### config.mk
export PLATFORM = sky130hd
export DESIGN_NAME = hci_hwpe_lane_splitter
export DESIGN_NICKNAME = d
export VERILOG_FILES = /design/src/rtl/hci_package.sv /design/src/rtl/hci_hwpe_skid_buffer.sv /design/src/rtl/hci_hwpe_lane_splitter.sv
export SDC_FILE = /design/constraint.sdc
export NUM_CORES = 1
export LEC_CHECK = 0
export BUFFER_PORTS_ARGS = -buffer_cell sky130_fd_sc_hd__clkbuf_2
export CAP_MARGIN = 20
export CORE_AREA = 2 2 149 151
export DETAILED_ROUTE_END_ITERATION = 16
export DIE_AREA = 0 0 151 153
export HOLD_SLACK_MARGIN = 0.12
export PLACE_DENSITY = 0.76
export SLEW_MARGIN = 20
export SYNTH_ARGS = -nofsm -noshare
export SYNTH_HDL_FRONTEND = slang
export SYNTH_SLANG_ARGS = --single-unit
### constraint.sdc
create_clock -name clk_i -period 5 [get_ports clk_i]
set_clock_uncertainty 0.1 [all_clocks]
set_input_delay 0 -clock clk_i [delete_from_list [all_inputs] [get_ports clk_i]]
set_output_delay 0 -clock clk_i [all_outputs]
set_load 0.02 [all_outputs]
### src/rtl/hci_package.sv
// rtl/hci_package.sv - shared types for the HWPE lane splitter
// Purpose: skid-buffer state encoding and the default-geometry request entry.
// Ports: none (package).
package hci_package;

    typedef enum logic [1:0] {
        EMPTY = 2'd0,
        ONE   = 2'd1,
        TWO   = 2'd2
    } hci_lane_split_state_e;

    // Default geometry; the top re-declares the entry at its own widths
    // with identical field names and hands it to the skid buffer as a type.
    localparam int unsigned HCI_NB_LANES = 2;
    localparam int unsigned HCI_DW       = 32;
    localparam int unsigned HCI_AW       = 32;

    typedef struct packed {
        logic [HCI_AW-1:0]                add;
        logic                             wen;
        logic [HCI_NB_LANES*HCI_DW/8-1:0] be;
        logic [HCI_NB_LANES*HCI_DW-1:0]   data;
    } hci_lane_entry_t;

endpackage

### src/rtl/hci_hwpe_skid_buffer.sv
// rtl/hci_hwpe_skid_buffer.sv - two-entry skid buffer with registered ready
// Purpose: absorbs up to two requests so that ready_o depends on state only.
// Ports: clk_i, rst_i (sync, active high), clear_i (sync soft clear),
//        valid_i/ready_o/data_i upstream, valid_o/ready_i/data_o downstream (head).
module hci_hwpe_skid_buffer
    import hci_package::*;
#(
    parameter type entry_t = hci_lane_entry_t
) (
    input  logic   clk_i,
    input  logic   rst_i,
    input  logic   clear_i,
    input  logic   valid_i,
    output logic   ready_o,
    input  entry_t data_i,
    output logic   valid_o,
    input  logic   ready_i,
    output entry_t data_o
);

    hci_lane_split_state_e state_q, state_d;
    entry_t                head_q, head_d;
    entry_t                skid_q, skid_d;
    logic                  push, pop;

    // Ready comes from the registered state, which breaks the grant path
    // back from the downstream AND-of-bank-grants.
    assign ready_o = (state_q != TWO) & ~rst_i;
    assign valid_o = (state_q != EMPTY);
    assign data_o  = head_q;

    assign push = valid_i & ready_o;
    assign pop  = valid_o & ready_i;

    always_comb begin
        state_d = state_q;
        head_d  = head_q;
        skid_d  = skid_q;
        case (state_q)
            EMPTY: begin
                if (push) begin
                    head_d  = data_i;
                    state_d = ONE;
                end
            end
            ONE: begin
                if (push && pop) begin
                    head_d = data_i;
                end else if (push) begin
                    skid_d  = data_i;
                    state_d = TWO;
                end else if (pop) begin
                    state_d = EMPTY;
                end
            end
            TWO: begin
                if (pop) begin
                    head_d  = skid_q;
                    state_d = ONE;
                end
            end
            default: state_d = EMPTY;
        endcase
    end

    always_ff @(posedge clk_i) begin
        if (rst_i || clear_i) begin
            state_q <= EMPTY;
            head_q  <= '0;
            skid_q  <= '0;
        end else begin
            state_q <= state_d;
            head_q  <= head_d;
            skid_q  <= skid_d;
        end
    end

endmodule

### src/rtl/hci_hwpe_lane_splitter.sv
// rtl/hci_hwpe_lane_splitter.sv - splits a wide TCDM request into word lanes
// Purpose: buffers wide requests, fans them out to NB_LANES lane ports with
//          per-lane addresses, exports the bank rotation and reassembles responses.
// Ports: clk_i, rst_i, clear_i; in_* wide slave port (req/gnt/add/wen/be/data,
//        r_data/r_valid); out_* per-lane master ports; order_o bank rotation.
module hci_hwpe_lane_splitter
    import hci_package::*;
#(
    parameter int unsigned NB_LANES = 2,
    parameter int unsigned DW       = 32,
    parameter int unsigned AW       = 32,
    localparam int unsigned BW      = DW / 8,
    localparam int unsigned WO      = $clog2(BW),
    localparam int unsigned LB      = $clog2(NB_LANES)
) (
    input  logic                              clk_i,
    input  logic                              rst_i,
    input  logic                              clear_i,
    input  logic                              in_req,
    output logic                              in_gnt,
    input  logic [AW-1:0]                     in_add,
    input  logic                              in_wen,
    input  logic [NB_LANES*BW-1:0]            in_be,
    input  logic [NB_LANES*DW-1:0]            in_data,
    output logic [NB_LANES*DW-1:0]            in_r_data,
    output logic                              in_r_valid,
    output logic [NB_LANES-1:0]               out_req,
    input  logic [NB_LANES-1:0]               out_gnt,
    output logic [NB_LANES-1:0][AW-1:0]       out_add,
    output logic [NB_LANES-1:0]               out_wen,
    output logic [NB_LANES-1:0][BW-1:0]       out_be,
    output logic [NB_LANES-1:0][DW-1:0]       out_data,
    input  logic [NB_LANES-1:0][DW-1:0]       out_r_data,
    input  logic [NB_LANES-1:0]               out_r_valid,
    output logic [LB-1:0]                     order_o
);

    typedef struct packed {
        logic [AW-1:0]          add;
        logic                   wen;
        logic [NB_LANES*BW-1:0] be;
        logic [NB_LANES*DW-1:0] data;
    } entry_t;

    entry_t        in_entry, head;
    logic          head_valid;
    logic [AW-1:0] base_add;
    logic          unused_bits;

    assign in_entry = '{add: in_add, wen: in_wen, be: in_be, data: in_data};

    hci_hwpe_skid_buffer #(
        .entry_t (entry_t)
    ) i_skid (
        .clk_i   (clk_i),
        .rst_i   (rst_i),
        .clear_i (clear_i),
        .valid_i (in_req),
        .ready_o (in_gnt),
        .data_i  (in_entry),
        .valid_o (head_valid),
        .ready_i (out_gnt[0]),
        .data_o  (head)
    );

    // Byte offset within a word is dropped; byte selection travels in be.
    assign base_add = {head.add[AW-1:WO], {WO{1'b0}}};

    // The head register only changes when a new head is loaded and keeps its
    // contents after the last pop, so the rotation holds while empty.
    assign order_o = head.add[WO +: LB];

    for (genvar k = 0; k < NB_LANES; k++) begin : g_lane
        assign out_req[k]  = head_valid;
        assign out_wen[k]  = head.wen;
        assign out_data[k] = head.data[k*DW +: DW];
        assign out_be[k]   = head.be[k*BW +: BW];
        assign out_add[k]  = base_add + AW'(k * BW);
        assign in_r_data[k*DW +: DW] = out_r_data[k];
    end

    // The reorder stage grants and responds on lane 0 only.
    assign in_r_valid = out_r_valid[0] & ~rst_i;

    assign unused_bits = ^{head.add[WO-1:0], out_gnt[NB_LANES-1:1],
                           out_r_valid[NB_LANES-1:1]};

endmodule

==> results of run 1 <==
[area by class of cell]
type	instances	area [um2]
Inverter	7	26.28
Clock buffer	27	620.6
Multi-Input combinational cell	717	4197
Tap cell	280	350.3
Sequential cell	208	4164
Antenna cell	2	5.005
Clock inverter	12	195.2
Fill cell	1788	8675
Timing Repair Buffer	448	3253
[path summary, 6_finish.rpt]
| check | endpoint | depth (start not counted) |
|---|---|---|
| min reg2reg | i_skid.skid_q[70] | 2 |
| max reg2reg | i_skid.state_q[1] | 4 |
| min | i_skid.skid_q[103] | 5 |
| max | in_gnt | 4 |
[through the flow]
| step | total power, mW | cells |
|---|---|---|
| 2_1_floorplan | 2.030 | 1086 |
| 3_3_place_gp | 2.072 | 1467 |
| 4_1_cts | 4.060 | 1699 |
| 6_report | 4.015 | 1701 |
| 5_1_grt | 4.175 | 1701 |
| 3_5_place_dp | 2.080 | 1467 |
[timing repair]
action,CTS,global route
hold endpoints to repair,272,0
gates resized for setup,0,0
hold buffers,193,0
[worst max-delay path, stage by stage (launching register included)]
cell,delay (ps)
dfxtp_1,410
nand2b_4,630
buf_4,690
nor2b_1,220
clkbuf_2,180
[per-layer routing]
metal / up-vias / GRT usage [%] / routed length, um
li1: 4278 / - / -
met1: 3993 / 25.04 / 10430
met2: 331 / 39.76 / 13870
met3: 72 / 6.328 / 2027
met4: 2 / 10.55 / 988
met5: - / 0 / 13
[sequential cells by signal (all words and copies together), names as in the netlist]
register,cells
i_skid.data_o,103
i_skid.skid_q,103
i_skid.state_q,2
[Yosys cell counts, drive strengths merged (4+ instances only)]
| cell | n |
|---|---|
| mux2i | 104 |
| inv | 7 |
| nand2b | 4 |
| buf | 112 |
| nand3 | 9 |
| nor2 | 106 |
| a211oi | 104 |
| xor2 | 16 |
| nor2b | 4 |
| xnor2 | 12 |
| and4 | 5 |
| clkbuf | 42 |
| nor4 | 4 |
| nor3 | 11 |
| a21oi | 103 |
| nand2 | 214 |
| dfxtp | 208 |
| nand4 | 4 |
[kinds of logic (layout without fill, tap and decap cells)]
family / count (synthesis) / count (layout) / synth area share, %
XOR/XNOR: 28 / 28 / 2.649
flip-flops: 208 / 208 / 44.97
buffers and inverters: 161 / 494 / 10.04
AND/OR/NAND/NOR: 370 / 370 / 16.47
AO/OA/AOI/OAI: 210 / 210 / 14.45
adder cells (fa/ha/maj): 1 / 1 / 0.1351
other: 1 / 6 / 0.04050
multiplexers: 104 / 104 / 11.24
[cell usage in the layout (no fill, tap or decap), types with 5 or more instances in the layout]
| master | instances |
|---|---|
| xor2_1 | 16 |
| nor2_1 | 106 |
| mux2i_1 | 104 |
| clkbuf_16 | 23 |
| a21oi_1 | 103 |
| xnor2_1 | 12 |
| nor3_1 | 10 |
| bufinv_16 | 5 |
| inv_1 | 7 |
| dlygate4sd3_1 | 193 |
| nand3_1 | 9 |
| clkbuf_2 | 247 |
| and4_1 | 5 |
| dfxtp_1 | 208 |
| nand2_1 | 214 |
| a211oi_1 | 104 |
| buf_4 | 6 |
[power groups by stage]
stage / Sequential (mW) / Clock (mW) / Combinational [mW]
final: 1.72 / 1.81 / 0.484
after global routing: 1.72 / 1.93 / 0.524
after CTS: 1.72 / 1.87 / 0.477
after detailed placement: 1.75 / 0 / 0.326
after global placement: 1.75 / 0 / 0.319
after floorplan: 1.79 / 0 / 0.244
==> summary.md, run 1 <==
| Metric | Value |
|---|---|
| Status | complete, no violations |
| Post-synth top flop | dfxtp_1 |
| Mapped Area | just over 9000 um2 |
| NetSw | 0.9742 mW |
| Gr usage total | 22.62% |
| Final Critical Period | 2779 ps |
| Site row count | 54 |
| Layout Nets | 1583 |
| Synth Register Bits | ~210 |
| Final core occ | 59.63% |
| Average size of a mapped cell | 8.549 um2 |
| HPWL after detailed placement | 15.63 mm |
| Clk buf depth | 3 |
| Initial Util | 43.09% |
| Crit path max fanout | 41 |
| Top cell type's share of synthesized area | between 40 and 50% |
| Full die area | 23100 um2 |
| Setup TNS | 0 ps |
| Clk sinks | roughly 210 |
| First-pass GRT wire length | 42.53 mm |
| Largest net degree at the start of global routing | 199 |
| Final instance area | 12810 um2 |
| Top cells by area, synth | dfxtp_1 45%, mux2i_1 11%, nand2_1 8.7% |
| ANT nets after route | 0 |
| Clock power share | 45.1% |
| Setup crit end kind | output port |
| Worst Slack Setup Final | 2221 ps |
| Comb pwr share | 12.1% |
| Sequential area share after synthesis | 44.97% |
| Critical Path AT | around 2700 ps |
| Number of buffers created by CTS | 23 |
| Yosys top cell by area | dfxtp_1 |
| Die H | around 150 um |
| Switching part of the total power | 24.27% |
| Slew HR | 26.97% |
| Layout cells sized above 1 | 21.21% |
| Placement Setup Slack | 2539 ps |
| Average wire per standard cell | roughly 16 um |
| Initial antenna violation count | 3 |
| Final setup vio count | 0 |
| RSZ-0062 raised after global routing | false |
| CTS tree | done |
| Synth Instances | 1083 |
| Port bufs | roughly 250 |
| Max Fclk | 0.3598 GHz |
| Gpl congestion | 0.7645 |
| Critical Path RT | 4900 ps |
| PD cells | ~310 nW/um2 |
| Reg2reg setup slack | between 2000 and 2500 ps |
| Yosys warning total | 0 |
| Crit path launch type | flop |
| Syn-to-layout area delta | 38.36% |
| Worst hold slack | 135.1 ps |
| Gr ovfl total | 0 |
| Die Wd | roughly 150 um |
| # IOs | 384 |
| Vias in the first global route | 8417 |
| Slew at the pin closest to its max-slew limit | 1095 ps |
| Starting DRT DRC Count | 322 |
| Vias per cell | between 5 and 6 |
| Htree depth | 1 |
| Peak supply drop | 0.2894 mV |
| Critical path class | reg -> out |
| Synth unique cells | 32 |
| Via count | 8676 |
| Setup Buffers After CTS | 0 |
| Drc violations | 0 |
| Min-delay src | rst_i |
| Final Hold Viols | 0 |
| Clock Latency Late Sink | 500 ps |
| Placed inst area | 10060 um2 |
| Initial DRT Pass Iterations | 5 |
| Max Cap Viol | 0 |
| Clock-pin slew on the worst setup and hold paths | 60 ps |
| Final WL | between 20 and 30 mm |
| CTS root buffer | clkbuf_16 |
| P_leak | 5.745 nW |
| Seq pwr share | about 43% |
| Final Slew Violations | 0 |
| Critical R2R Launch | i_skid.state_q[0] |
| Number of flops mapped to enable cells by yosys | 0 |
| Hold Path Class | in -> reg |
| Worst setup path start | i_skid.state_q[0] |
| Core area | 21490 um2 |
| Tcrit/Tclk final | a little under three fifths |
| Asr flop ratio synth | 0% |
| Internal power | 3.041 mW |
No activity file was read; power rests on OpenSTA's default activity.
==> inputs of run 2 (changes only) <==
PLACE_DENSITY = 0.79   (was 0.76)
clock period = 2.3 ns   (was 5 ns; I/O delays follow)
==> run 2 against run 1 <==
Against the previous run:
- sequential share of layout area decreased by 2.2 points
- flip-flop and latch count stayed put
- total power up 100%
- wire length up 11%
- via count increased by 8.0%
- cell area up 7.7%
- die area unchanged
- combinational power rose by 130%
- count of clock-buffer cells in the layout rose by 6
- utilization rose by 4.6 points
- hold slack improved by 130 ps
- critical endpoint is now out_add[54]
- largest cell class unchanged
- largest power group is now registers
==> summary.md, run 2 (same netlist as run 1, synthesis figures left out) <==
| Metric | Value |
|---|---|
| Final Critical Period | around 2300 ps |
| Core area | 21490 um2 |
| P_leak | 5.913 nW |
| Number of buffers created by CTS | 22 |
| Cell count after placement | 1471 |
| Initial antenna violation count | 4 |
| Syn-to-layout area delta | 49.00% |
| Gpl congestion | 0.7681 |
| Initial DRT Pass Iterations | 5 |
| RSZ-0062 raised after global routing | true |
| PD cells | slightly below 600 nW/um2 |
| Die H | 153 um |
| Slew at the pin closest to its max-slew limit | around 930 ps |
| Hold Path Class | in -> out |
| Slowest CP cell | dfxtp_1 |
| First-pass GRT wire length | about 47 mm |
| Vias in the first global route | 9435 |
| HPWL after detailed placement | 16.03 mm |
| Critical path class | reg -> out |
| Final core occ | 64.21% |
| Tcrit/Tclk final | 98.82% |
| Slew HR | 37.53% |
| Starting DRT DRC Count | 315 |
| Final Slew Violations | 0 |
| Max Fclk | roughly 0.44 GHz |
| Site row count | 54 |
| ANT nets after route | 0 |
| Crit-path max cell delay | 420 ps |
| Die Wd | 151 um |
| Critical Path AT | approximately 2200 ps |
| Htree depth | 1 |
| Port bufs | 247 |
| Gr usage total | around a quarter |
| Final setup vio count | 0 |
| Crit path max fanout | 6 |
| Clk sinks | between 200 and 250 |
| Full die area | 23100 um2 |
| Clock-pin slew on the worst setup and hold paths | around 50 ps |
| Via count | 9372 |
| Post-route insts no fill | 1790 |
| Critical Path RT | ~2200 ps |
| Clk buf depth | 3 |
| Drc violations | 0 |
| Commonest non-fill, non-tap cell in the layout | dlygate4sd3_1 |
| Final WL | 30.34 mm |
| Setup crit end kind | output port |
| CTS root buffer | clkbuf_16 |
| Largest net degree at the start of global routing | 107 |
| Status | complete, no violations |
| Gr ovfl total | 0 |
| Initial Util | 43.09% |
| Commonest cells after routing, fill and taps aside | 276 x dlygate4sd3_1, 245 x clkbuf_2, 214 x nand2_1 |
| Final Hold Viols | 0 |
| Peak supply drop | 0.6205 mV |
| Vias per cell | between 5 and 6 |
| Layout Nets | around 1.7k |
| # IOs | 384 |
| Clock Latency Late Sink | 500 ps |
| Average wire per standard cell | approximately 17 um |
| CTS tree | done |
| Layout cells sized above 1 | 21.37% |
| Crit path launch type | flop |
| Cells along the critical path | and4_1 > nand2_1 > nor4_2 > xor2_1 > clkbuf_2 |
| Max Cap Viol | 0 |
run 2: per-stage QoR:
step / power, mW / setup slack [ps] / hold slack (ps) / setup TNS [ps] / area [um2]
after floorplan: 4.413 / 408.5 / -27.24 / 0 / 9270
after global placement: 4.515 / 451.1 / -99.86 / 0 / 10190
after detailed placement: 4.531 / 376.1 / -99.86 / 0 / 10190
after CTS: 8.182 / -40.79 / 267.2 / -135.9 / 13650
after global routing: 8.468 / -96.12 / 285.6 / -143.7 / 13790
final: 8.142 / 27.06 / 266.1 / 0 / 13800
run 2: report_power, final:
| group | internal, mW | leakage, nW | switching (mW) |
|---|---|---|---|
| Combinational | 0.478 | 3.90 | 0.622 |
| Sequential | 3.67 | 1.69 | 0.0627 |
| Clock | 1.94 | 0.327 | 1.37 |
| Total | 6.09 | 5.91 | 2.05 |
run 2: cell type report:
class                   count  area (um2)
diodes                      3       7.507
inverters                   7       26.28
clock buffers              33       653.1
flip-flops and latches    208        4183
well taps                 280       350.3
clock inverters             2       10.01
repair buffers            539        4267
multi-input cells         718        4299
fillers                  1592        7690
run 2: repair_timing:
action,4_1_cts,5_1_grt
pin swaps,0,5
hold buffers,276,0
endpoints found under the setup margin,13,104
gates resized for setup,11,24
hold endpoints to repair,272,0
setup buffers,0,3
cloned,0,2
run 2: routing by layer:
layer	global-route usage (%)	part of all wire (%)	wire length (um)
met1	26.42	36	11030
met5	0	0	0
met3	5.552	7.6	2312
met4	10.01	3.6	1091
met2	46.00	52	15910
run 2: path summary, 6_finish.rpt:
path | start | end | slack [ps] | cells after the start
setup / recovery | i_skid.data_o[89] | out_add[54] | 30 | 5
setup reg to reg | i_skid.state_q[1] | i_skid.skid_q[24] | 130 | 6
hold reg to reg | i_skid.skid_q[5] | i_skid.skid_q[5] | 350 | 2
hold / removal | out_r_valid[0] | in_r_valid | 270 | 3
run 2: critical path, delay by kind of cell, from the launching register on:
family	cells	cell delay [ps]
simple gates	3	850
flops	1	420
xor+xnor	1	210
buf+inv	1	200
==> inputs of run 3 (changes only) <==
CORE_AREA = 2 2 151 153   (was 2 2 149 151)
DIE_AREA = 0 0 153 155   (was 0 0 151 153)
PLACE_DENSITY = 0.74   (was 0.79)
SETUP_SLACK_MARGIN = 0.05   (was unset)
clock period = 2.5 ns   (was 2.3 ns; I/O delays follow)
==> run 3 against run 2 <==
Against the previous run:
- first-iteration DRC count rose by 16%
- largest cell class unchanged
- utilization fell by 3.6 points
- wire length fell by 3.6%
- critical path type unchanged
==> summary.md, run 3 (same netlist as run 1, synthesis figures left out) <==
| Metric | Value |
|---|---|
| Final core occ | between 60% and 70% |
| Drc violations | 0 |
| Total power | between 7 and 8 mW |
| Routed length on met2 | 14.89 mm |
| Number of buffers created by CTS | 23 |
| Max Cap Viol | 0 |
| # IOs | 384 |
| First-pass GRT wire length | between 40 and 50 mm |
| Htree depth | 1 |
| Setup TNS | 0 ps |
| Tcrit/Tclk final | 96.54% |
| Initial Util | 41.65% |
| Slowest CP cell | dfxtp_1 |
| Commonest non-fill, non-tap cell in the layout | clkbuf_2 |
| Crit-path max cell delay | between 400 and 500 ps |
| Vias per cell | slightly above 5 |
| CTS root buffer | clkbuf_16 |
| Slew at the pin closest to its max-slew limit | about 530 ps |
| Multi-input gate area | 4253 um2 |
| PD cells | 584.7 nW/um2 |
| Status | complete, no violations |
| Post-route insts no fill | between 1.5k and 2k |
| Layout Nets | 1638 |
| Internal power | 5.874 mW |
| Crit path launch type | flop |
| NetSw | about 2.0 mW |
| Seq pwr share | 43.6% |
| Gr ovfl total | 0 |
| Max layer used | met4 |
| CTS tree | done |
| Cell count after placement | 1477 |
| Port bufs | 247 |
| Crit path max fanout | 10 |
| Final Critical Period | 2413 ps |
| Max Fclk | 0.4143 GHz |
| HPWL after detailed placement | 15.91 mm |
| Fill cells | 1771 |
| Full die area | ~24000 um2 |
| Setup crit end kind | output port |
| Final Hold Viols | 0 |
| Hold Path Class | in -> reg |
| Starting DRT DRC Count | 365 |
| Clock-pin slew on the worst setup and hold paths | ~60 ps |
| Largest net degree at the start of global routing | 104 |
| Site row count | 55 |
| Clk buf depth | 3 |
| Gr usage total | 23.18% |
| Cells along the critical path | and4_4 > nand4_4 > nor4_2 > xor2_1 > clkbuf_2 |
| Reg area | between 4000 and 5000 um2 |
| M1 WL | 11.05 mm |
| Commonest cells after routing, fill and taps aside | 247 x clkbuf_2, 241 x dlygate4sd3_1, 214 x nand2_1 |
| Metal3 WL | ~1.9 mm |
| Clock power share | 43.6% |
| Via count | 9162 |
| Final setup vio count | 0 |
| Slew HR | 64.87% |
| Vias in the first global route | 9119 |
| Placed inst area | 10190 um2 |
| Clk sinks | 208 |
| Peak supply drop | 0.4452 mV |
| Layout cells sized above 1 | a little over a fifth |
| Placement Setup Slack | 374.0 ps |
| Die Wd | 153 um |
| Die H | 155 um |
| Clock Latency Late Sink | 510 ps |
| Switching part of the total power | around a quarter |
| Critical Path AT | 2310 ps |
| Final instance area | 13470 um2 |
| Worst Slack Setup Final | between 80 and 90 ps |
| P_leak | approximately 5.9 nW |
| Syn-to-layout area delta | 45.47% |
| Critical path class | reg -> out |
| Comb pwr share | 12.7% |
| Critical Path RT | ~2400 ps |
| Initial DRT Pass Iterations | 4 |
| Final WL | 29.26 mm |
| Core area | between 20000 and 25000 um2 |
| Worst hold slack | 173.0 ps |
| Initial antenna violation count | 4 |
| Average wire per standard cell | 16.56 um |
| ANT nets after route | 0 |
| Final Slew Violations | 0 |
| Gpl congestion | 0.8520 |
## run 3: changes by cell type in the layout (fill, tap and decap cells not counted), sizes merged
cell         delta
dlygate4sd3    -35
clkinv          +5
buf             -2
bufinv          +2
diode           +2
inv             +1
nand4           -1
## run 3: area by class of cell
class	count	share of cell area [%]
Inverter	7	0.1951
Sequential cell	208	30.95
Timing Repair Buffer	503	28.79
Clock buffer	32	4.895
Tap cell	285	2.647
Clock inverter	10	0.8546
Multi-Input combinational cell	717	31.57
Antenna cell	5	0.09289
## run 3: worst paths after layout
check	endpoint	start	depth (start not counted)	slack, ps
max	out_add[53]	i_skid.data_o[82]	5	90
min	i_skid.skid_q[29]	in_data[29]	4	170
max reg2reg	i_skid.skid_q[19]	i_skid.state_q[1]	6	170
min reg2reg	i_skid.skid_q[96]	i_skid.skid_q[96]	2	350
## run 3: per-layer routing
layer	GRT usage [%]	vias to the layer above
met5	0	-
met1	24.62	4284
li1	-	4395
met3	5.153	104
met4	12.08	0
met2	43.01	379
## run 3: critical path, delay by kind of cell, from the launching register on
kind | cells | cell delay (ps)
flops | 1 | 450
simple gates | 3 | 920
xor+xnor | 1 | 200
buf+inv | 1 | 220
## run 3: timing repair
item / CTS / global route
resized for setup: 0 / 18
setup endpoints to repair: 0 / 18
setup buffers: 0 / 2
hold endpoints to repair: 272 / 0
hold buffers: 241 / 0
## run 3: power by group through the flow
stage	Combinational [mW]	Clock, mW	Sequential [mW]
floorplan	0.489	0	3.57
global placement	0.663	0	3.50
detailed placement	0.671	0	3.51
CTS	0.985	3.52	3.43
global route	1.08	3.63	3.44
finish	1.00	3.44	3.44
